===== src/rtl/RgbdVoConfigPk.sv =====
// -----------------------------------------------------------------------------
// RgbdVoConfigPk
// Shared fixed-point configuration for the RGB-D visual-odometry pose blocks.
//   POSE_BW  : width of one pose word (signed)
//   MUL      : fractional bits of the pose fixed-point format (1.0 = ONE)
//   ONE      : fixed-point 1.0
// Also holds the issue schedule of the pose inversion (which pose words feed
// the shared multiplier on each issue step, and which accumulator receives
// the product) and the fixed part of the inversion latency.
// -----------------------------------------------------------------------------
package RgbdVoConfigPk;

  localparam int POSE_BW = 32;
  localparam int MUL     = 24;

  localparam logic signed [POSE_BW-1:0] ONE =
    {{(POSE_BW-MUL-1){1'b0}}, 1'b1, {MUL{1'b0}}};

  // Derived datapath widths: full product, scaled product, accumulator.
  localparam int PROD_BW = 2 * POSE_BW;
  localparam int SCL_BW  = PROD_BW - MUL;
  localparam int ACC_BW  = SCL_BW + 2;

  // Inversion schedule: 9 multiplies, then fixed overhead of 11 cycles on
  // top of the multiplier pipeline depth (issue, shift reg, accumulate, output).
  localparam int N_ISSUE  = 9;
  localparam int LAT_BASE = 11;
  localparam int CNT_W    = 6;

  typedef enum logic [0:0] {
    ST_IDLE = 1'b0,
    ST_BUSY = 1'b1
  } state_e;

  // Rotation operand of issue step k: column r of R, walked down its rows.
  function automatic logic [3:0] issue_a(input logic [CNT_W-1:0] k);
    case (k)
      6'd0:    issue_a = 4'd0;
      6'd1:    issue_a = 4'd4;
      6'd2:    issue_a = 4'd8;
      6'd3:    issue_a = 4'd1;
      6'd4:    issue_a = 4'd5;
      6'd5:    issue_a = 4'd9;
      6'd6:    issue_a = 4'd2;
      6'd7:    issue_a = 4'd6;
      6'd8:    issue_a = 4'd10;
      default: issue_a = 4'd0;
    endcase
  endfunction

  // Translation operand of issue step k: t0, t1, t2 in turn.
  function automatic logic [3:0] issue_b(input logic [CNT_W-1:0] k);
    case (k)
      6'd0, 6'd3, 6'd6: issue_b = 4'd3;
      6'd1, 6'd4, 6'd7: issue_b = 4'd7;
      6'd2, 6'd5, 6'd8: issue_b = 4'd11;
      default:          issue_b = 4'd3;
    endcase
  endfunction

  // Accumulator (output translation row) targeted by issue step k.
  function automatic logic [1:0] issue_sel(input logic [CNT_W-1:0] k);
    case (k)
      6'd0, 6'd1, 6'd2: issue_sel = 2'd0;
      6'd3, 6'd4, 6'd5: issue_sel = 2'd1;
      6'd6, 6'd7, 6'd8: issue_sel = 2'd2;
      default:          issue_sel = 2'd0;
    endcase
  endfunction

endpackage


===== src/rtl/pose_mac.sv =====
// -----------------------------------------------------------------------------
// pose_mac
// Time-shared signed multiply / fixed-point rescale / accumulate for the pose
// inversion. Each valid operand pair is multiplied through a MUL_STAGES deep
// pipeline, the product is shifted right by MUL (arithmetic), registered, and
// added into one of three accumulators chosen by i_sel.
// Build option: INVERT_POSE_ROUND_EN adds 2^(MUL-1) before the shift (round
// half up); otherwise the shift truncates toward negative infinity.
// Ports:
//   i_clk, i_rst_n : clock, asynchronous active-low reset
//   i_clr          : zero all three accumulators (new operation)
//   i_vld, i_sel   : operand pair valid, target accumulator 0..2
//   i_a, i_b       : signed operands
//   o_acc[3]       : low POSE_BW bits of each accumulator
// -----------------------------------------------------------------------------
module pose_mac
  import RgbdVoConfigPk::*;
#(
  parameter int MUL_STAGES = 2
) (
  input  logic                      i_clk,
  input  logic                      i_rst_n,
  input  logic                      i_clr,
  input  logic                      i_vld,
  input  logic [1:0]                i_sel,
  input  logic signed [POSE_BW-1:0] i_a,
  input  logic signed [POSE_BW-1:0] i_b,
  output logic [POSE_BW-1:0]        o_acc [3]
);

`ifdef INVERT_POSE_ROUND_EN
  localparam logic [PROD_BW-1:0] RND_C =
    {{(PROD_BW-MUL){1'b0}}, 1'b1, {(MUL-1){1'b0}}};
`else
  localparam logic [PROD_BW-1:0] RND_C = {PROD_BW{1'b0}};
`endif

  logic [PROD_BW-1:0] prod_s;
  logic [PROD_BW-1:0] prod_q [MUL_STAGES];
  logic               vld_q  [MUL_STAGES];
  logic [1:0]         sel_q  [MUL_STAGES];
  logic [SCL_BW-1:0]  scl_d;
  logic [SCL_BW-1:0]  scl_q;
  logic               scl_vld_q;
  logic [1:0]         scl_sel_q;
  logic [ACC_BW-1:0]  acc_q  [3];

  // Full-width signed product; size casts sign-extend the signed operands.
  always_comb begin
    prod_s = PROD_BW'(i_a) * PROD_BW'(i_b);
  end

  // Rounding offset then arithmetic shift; the kept bits [PROD_BW-1:MUL]
  // are the same whether the shift is logical or arithmetic.
  always_comb begin
    scl_d = SCL_BW'((prod_q[MUL_STAGES-1] + RND_C) >> MUL);
  end

  // Multiplier pipeline with its valid/select tags.
  always_ff @(posedge i_clk or negedge i_rst_n) begin
    if (!i_rst_n) begin
      for (int s = 0; s < MUL_STAGES; s++) begin
        prod_q[s] <= {PROD_BW{1'b0}};
        vld_q[s]  <= 1'b0;
        sel_q[s]  <= 2'd0;
      end
    end else begin
      prod_q[0] <= prod_s;
      vld_q[0]  <= i_vld;
      sel_q[0]  <= i_sel;
      for (int s = 1; s < MUL_STAGES; s++) begin
        prod_q[s] <= prod_q[s-1];
        vld_q[s]  <= vld_q[s-1];
        sel_q[s]  <= sel_q[s-1];
      end
    end
  end

  // Scaled-product register.
  always_ff @(posedge i_clk or negedge i_rst_n) begin
    if (!i_rst_n) begin
      scl_q     <= {SCL_BW{1'b0}};
      scl_vld_q <= 1'b0;
      scl_sel_q <= 2'd0;
    end else begin
      scl_q     <= scl_d;
      scl_vld_q <= vld_q[MUL_STAGES-1];
      scl_sel_q <= sel_q[MUL_STAGES-1];
    end
  end

  // Accumulators; two guard bits above the scaled product absorb three adds.
  always_ff @(posedge i_clk or negedge i_rst_n) begin
    if (!i_rst_n) begin
      for (int i = 0; i < 3; i++) acc_q[i] <= {ACC_BW{1'b0}};
    end else if (i_clr) begin
      for (int i = 0; i < 3; i++) acc_q[i] <= {ACC_BW{1'b0}};
    end else if (scl_vld_q) begin
      for (int i = 0; i < 3; i++) begin
        if (scl_sel_q == 2'(i)) begin
          acc_q[i] <= acc_q[i] + {{2{scl_q[SCL_BW-1]}}, scl_q};
        end
      end
    end
  end

  // Only the low word is needed: negation mod 2^POSE_BW uses only those bits.
  always_comb begin
    for (int i = 0; i < 3; i++) o_acc[i] = acc_q[i][POSE_BW-1:0];
  end

endmodule


===== src/rtl/invert_pose.sv =====
// -----------------------------------------------------------------------------
// invert_pose
// Inverts a rigid 3x4 pose [R|t] (row-major, fixed point with MUL fractional
// bits) into [R^T | -R^T t]. The rotation part is a transpose; the three
// translation terms use 9 multiplies issued one per cycle through the shared
// pose_mac. Result appears 11+MUL_STAGES cycles after an accepted start, with
// a one-cycle o_done pulse, and is held until the next completion.
// Build option: INVERT_POSE_ROUND_EN selects round-half-up product scaling
// (inside pose_mac); latency is the same either way.
// Ports:
//   i_clk, i_rst_n : clock, asynchronous active-low reset
//   i_start        : start request (accepted when idle or in the o_done cycle)
//   i_pose[12]     : input pose, captured on the accepted start edge
//   o_busy         : operation in flight (through the o_done cycle)
//   o_done         : single-cycle completion pulse
//   o_pose[12]     : inverted pose
// -----------------------------------------------------------------------------
module invert_pose
  import RgbdVoConfigPk::*;
#(
  parameter int MUL_STAGES = 2
) (
  input  logic                      i_clk,
  input  logic                      i_rst_n,
  input  logic                      i_start,
  input  logic signed [POSE_BW-1:0] i_pose [12],
  output logic                      o_busy,
  output logic                      o_done,
  output logic signed [POSE_BW-1:0] o_pose [12]
);

  localparam int LAT = LAT_BASE + MUL_STAGES;
  localparam logic [CNT_W-1:0] DONE_CNT = CNT_W'(LAT - 1);

  state_e                    state_q, state_d;
  logic [CNT_W-1:0]          cnt_q, cnt_d;
  logic                      done_q, done_d;
  logic                      accept_s;
  logic signed [POSE_BW-1:0] pose_q [12];
  logic signed [POSE_BW-1:0] out_q  [12];
  logic signed [POSE_BW-1:0] out_d  [12];
  logic                      mac_vld_s;
  logic [1:0]                mac_sel_s;
  logic signed [POSE_BW-1:0] mac_a_s, mac_b_s;
  logic [POSE_BW-1:0]        acc_s  [3];

  // Next-state logic. cnt_q counts cycles since the accepted start edge; in
  // the o_done cycle a new start is taken directly without passing IDLE.
  always_comb begin
    state_d  = state_q;
    cnt_d    = cnt_q;
    done_d   = 1'b0;
    accept_s = 1'b0;
    case (state_q)
      ST_IDLE: begin
        if (i_start) begin
          accept_s = 1'b1;
          state_d  = ST_BUSY;
          cnt_d    = {CNT_W{1'b0}};
        end else begin
          state_d  = ST_IDLE;
        end
      end
      ST_BUSY: begin
        if (done_q) begin
          cnt_d = {CNT_W{1'b0}};
          if (i_start) begin
            accept_s = 1'b1;
            state_d  = ST_BUSY;
          end else begin
            state_d  = ST_IDLE;
          end
        end else begin
          cnt_d  = cnt_q + {{(CNT_W-1){1'b0}}, 1'b1};
          done_d = (cnt_q == DONE_CNT);
        end
      end
      default: begin
        state_d = ST_IDLE;
        cnt_d   = {CNT_W{1'b0}};
      end
    endcase
  end

  // State, counter and done registers.
  always_ff @(posedge i_clk or negedge i_rst_n) begin
    if (!i_rst_n) begin
      state_q <= ST_IDLE;
      cnt_q   <= {CNT_W{1'b0}};
      done_q  <= 1'b0;
    end else begin
      state_q <= state_d;
      cnt_q   <= cnt_d;
      done_q  <= done_d;
    end
  end

  // Input pose capture on the accepted start edge.
  always_ff @(posedge i_clk or negedge i_rst_n) begin
    if (!i_rst_n) begin
      for (int i = 0; i < 12; i++) pose_q[i] <= {POSE_BW{1'b0}};
    end else if (accept_s) begin
      pose_q <= i_pose;
    end
  end

  // Operand mux: step cnt_q of the schedule during the first 9 busy cycles.
  always_comb begin
    mac_vld_s = (state_q == ST_BUSY) && !done_q && (cnt_q < CNT_W'(N_ISSUE));
    mac_sel_s = issue_sel(cnt_q);
    mac_a_s   = pose_q[issue_a(cnt_q)];
    mac_b_s   = pose_q[issue_b(cnt_q)];
  end

  pose_mac #(
    .MUL_STAGES (MUL_STAGES)
  ) u_pose_mac (
    .i_clk   (i_clk),
    .i_rst_n (i_rst_n),
    .i_clr   (accept_s),
    .i_vld   (mac_vld_s),
    .i_sel   (mac_sel_s),
    .i_a     (mac_a_s),
    .i_b     (mac_b_s),
    .o_acc   (acc_s)
  );

  // Output words: all 12 load together on completion, else hold.
  always_comb begin
    out_d = out_q;
    if (done_d) begin
      for (int r = 0; r < 3; r++) begin
        for (int c = 0; c < 3; c++) out_d[r*4+c] = pose_q[c*4+r];
        out_d[r*4+3] = {POSE_BW{1'b0}} - acc_s[r];
      end
    end else begin
      out_d = out_q;
    end
  end

  // Output pose register.
  always_ff @(posedge i_clk or negedge i_rst_n) begin
    if (!i_rst_n) begin
      for (int i = 0; i < 12; i++) out_q[i] <= {POSE_BW{1'b0}};
    end else begin
      out_q <= out_d;
    end
  end

  assign o_busy = (state_q == ST_BUSY);
  assign o_done = done_q;
  assign o_pose = out_q;

endmodule

===== config.mk =====
export PLATFORM = sky130hd
export DESIGN_NAME = invert_pose
export DESIGN_NICKNAME = d
export VERILOG_FILES = /design/src/rtl/RgbdVoConfigPk.sv /design/src/rtl/pose_mac.sv /design/src/rtl/invert_pose.sv
export SDC_FILE = /design/constraint.sdc
export NUM_CORES = 2
export LEC_CHECK = 0
export ABC_CLOCK_PERIOD_IN_PS = 11200
export BUFFER_PORTS_ARGS = -buffer_cell sky130_fd_sc_hd__buf_2
export CORE_MARGIN = 2
export CORE_UTILIZATION = 25
export CTS_CLUSTER_DIAMETER = 50
export DETAILED_ROUTE_END_ITERATION = 7
export PLACE_DENSITY = 0.52
export SLEW_MARGIN = 25
export SYNTH_ARGS = -nofsm -noshare
export SYNTH_HDL_FRONTEND = slang
export SYNTH_SLANG_ARGS = --single-unit

===== constraint.sdc =====
create_clock -name i_clk -period 11.2 [get_ports i_clk]
set_input_delay 0.56 -clock i_clk [delete_from_list [all_inputs] [get_ports i_clk]]
set_output_delay 0.56 -clock i_clk [all_outputs]
set_load 0.1 [all_outputs]

==> results_dict.tcl <==
set metrics [dict create \
    wire_per_inst_um 22.7 \
    num_rows 202 \
    syn_avg_cell_area_um2 8.78 \
    clk_latency_ns 0.78 \
    cts.root.buffer_cell "clkbuf_16" \
    min_to "pose_q[222]$_DFFE_PN0P_" \
    finalMaxSlewViolations 0 \
    nets 11300 \
    synth_compound_area_share_pct 6.59 \
    dieArea_um2 308000 \
    synth_seq_cells 977 \
    drt_pre_antenna_iters 7 \
    cts_sinks 977 \
    antenna_found_initial 24 \
    tightest_slew_ns 1.20 \
    critPathSlowestCell "a31oi_1" \
    synth-xor-area-share_pct 2.51 \
    async_flop_share_pct 100 \
    hpwl_mm 246 \
    period_share_pct 95.3 \
    area_growth_syn_to_layout_pct 21.8 \
    drive_gt1_share_pct 13.0 \
    fmaxAchievable_ghz 0.0937 \
    synth_mux_area_share_pct 0.505 \
    synth_edf_count 0 \
    drt_iter0_drc 6229 \
    fin_skew_ns 0.0835 \
    ys_types 78 \
    whs_path_depth 3 \
    cp-end-kind "register" \
    ant_nets 0 \
    crit_fanout 59 \
    wl_mm 311 \
    fin_util_pct 30.6 \
    clockBufferDepth 3 \
    netlist_instances 8636 \
    worst_setup_path_start_kind "register" \
    critPathArrivalTime_ns 11.38 \
    num_vias 63800 \
    postCtsSetupBuffers 0 \
    syn_area_um2 75900 \
    r2r-start "cnt_q[1]$_DFFE_PN0P_" \
    clk_pin_slew_ns 0.06 \
    overflow 0 \
    slowest_delay_ns 0.99 \
    maxCapViolCount 0 \
    port_buffers 772 \
    grt_max_degree 177 \
    ioPinCount 773 \
    grt_pass1_wl_mm 453 \
    grt_pass1_vias 63900 \
    cts_tree "built" \
    layoutNonFillerInstCount 13700 \
    layout_min_cycle_time_ns 10.67 \
    rr_worst_depth 34 \
    core_area_um2 302000 \
    synth-simple-area-share_pct 20.8 \
    min_from "i_pose[222]" \
    required_ns 11.91 \
    cts_made_buffers 120 \
    grt_usage_pct 19.9 \
    stdcell_area_um2 92400 \
    yosys_warnings 0 \
    hold_class "input port to register" \
    drc 0 \
    yosysSeqAreaShare_pct 32.2 \
    place_area_um2 85000 \
    via_per_inst 4.65 \
    synthAdderAreaFrac_pct 30.5 \
    synth_top_family_by_area "adder cells" \
    finalHoldViolCount 0 \
    relSlewSlack_pct 19.8 \
    fin_tns_setup_ns 0 \
    critPathKind "register to register" \
    finalSetupViolCount 0 \
    ys.flop_type "dfrtp_1" \
    placed_cells 13200 \
    htreeDepth 3 \
    synth_fp_nets 10300 \
    start_util_pct 25.1 \
    fp.dieW_um 555 \
    status "completed" \
    reg2reg_slack_ns 0.53 \
    rsz0062_at_grt "no" \
    gp_congestion 0.940 \
    die_h_um 555 \
    crit_top_cell "fa_1" \
    regToRegEndpoint "u_pose_mac.prod_q[108]$_DFF_PN0_" \
]
-- routing by layer --
metal	vias up	routed length (µm)	global-route usage [%]
met5	-	50	0
met4	8	12900	7.15
met3	474	28500	4.62
met2	2802	129000	28.9
met1	32000	140000	28.6
li1	28600	-	-
-- synth_stat cells, types with 44 or more instances --
cell / number / share of area, %
a21o_1: 77 / 0.76
a21oi_1: 231 / 1.5
clkbuf_1: 386 / 1.9
dfrtp_1: 977 / 32
fa_1: 985 / 26
ha_1: 272 / 4.5
inv_1: 970 / 4.8
nand2_1: 3012 / 15
nand2b_1: 44 / 0.36
nand3_1: 82 / 0.54
nor2_1: 606 / 3.0
nor3_1: 45 / 0.30
o21ai_0: 173 / 1.1
xnor2_1: 109 / 1.3
xor2_1: 108 / 1.2
-- metrics by stage --
stage	hold WS (ns)	setup WS [ns]
5_1_grt	0.0253	0.00462
6_report	0.0357	0.530
3_3_place_gp	0.331	0.748
4_1_cts	0.00170	0.690
2_1_floorplan	0.264	0.861
3_5_place_dp	0.335	0.714
-- logic make-up after synthesis --
group                    after synthesis
adder cells (fa/ha/maj)             1257
flip-flops                           977
XOR/XNOR                             217
AND/OR/NAND/NOR                     3955
buffers and inverters               1399
multiplexers                          38
AO/OA/AOI/OAI                        793
-- layout make-up --
class                           instances  area, µm²
Clock inverter                         60        861
Fill cell                           32100     210000
Multi-Input combinational cell       6260      46300
Timing Repair Buffer                 1299       8770
Tap cell                             3978       4980
Sequential cell                       977      24400
Clock buffer                          158       3370
Antenna cell                           19       47.5
Inverter                              971       3650
-- flip-flops by register name, summed over array words and instances, names as in the netlist --
| name | count |
|---|---|
| pose_q | 384 |
| u_pose_mac.scl_vld_q | 1 |
| o_pose | 384 |
| u_pose_mac.vld_q | 2 |
| u_pose_mac.scl_q | 32 |
| u_pose_mac.prod_q | 64 |
| o_busy | 1 |
| u_pose_mac.o_acc | 96 |
| u_pose_mac.sel_q | 4 |
| o_done | 1 |
| u_pose_mac.scl_sel_q | 2 |
| cnt_q | 6 |
-- layout by cell type (no fill, tap or decap), types with 122 or more instances in the layout --
cell type,Yosys,final
clkbuf_16,0,122
buf_2,11,771
inv_1,970,967
o21ai_0,173,172
buf_4,1,204
ha_1,272,272
fa_1,985,985
nand2_1,3012,3010
dlygate4sd3_1,0,309
nor2_1,606,605
dfrtp_1,977,977
a21oi_1,231,230
-- worst max-delay path: cells and delay by family (launching register included) --
| family | cells | cell delay, ns |
|---|---|---|
| AO/OA/AOI/OAI | 11 | 3.65 |
| XOR/XNOR | 1 | 0.15 |
| adder cells (fa/ha/maj) | 10 | 4.18 |
| buffers and inverters | 7 | 0.87 |
| flip-flops | 1 | 0.48 |
| AND/OR/NAND/NOR | 5 | 1.25 |
-- worst max path at each step --
stage                                     from                          endpoint  slack, ns
after floorplan           cnt_q[1]$_DFFE_PN0P_  u_pose_mac.prod_q[108]$_DFF_PN0_       0.86
after global placement    cnt_q[1]$_DFFE_PN0P_  u_pose_mac.prod_q[108]$_DFF_PN0_       0.75
after detailed placement  cnt_q[1]$_DFFE_PN0P_  u_pose_mac.prod_q[108]$_DFF_PN0_       0.71
after CTS                 cnt_q[1]$_DFFE_PN0P_  u_pose_mac.prod_q[108]$_DFF_PN0_       0.69
after global routing      cnt_q[1]$_DFFE_PN0P_  u_pose_mac.prod_q[108]$_DFF_PN0_      0.005
final                     cnt_q[1]$_DFFE_PN0P_  u_pose_mac.prod_q[108]$_DFF_PN0_       0.53
-- timing repair --
| action | 4_1_cts | 5_1_grt |
|---|---|---|
| hold endpoints to repair | 399 | 0 |
| resized for setup | 0 | 0 |
| hold buffers | 309 | 0 |
Power is not shown: default switching activity piles up to over one toggle a cycle in this logic, so the estimate is an artifact.
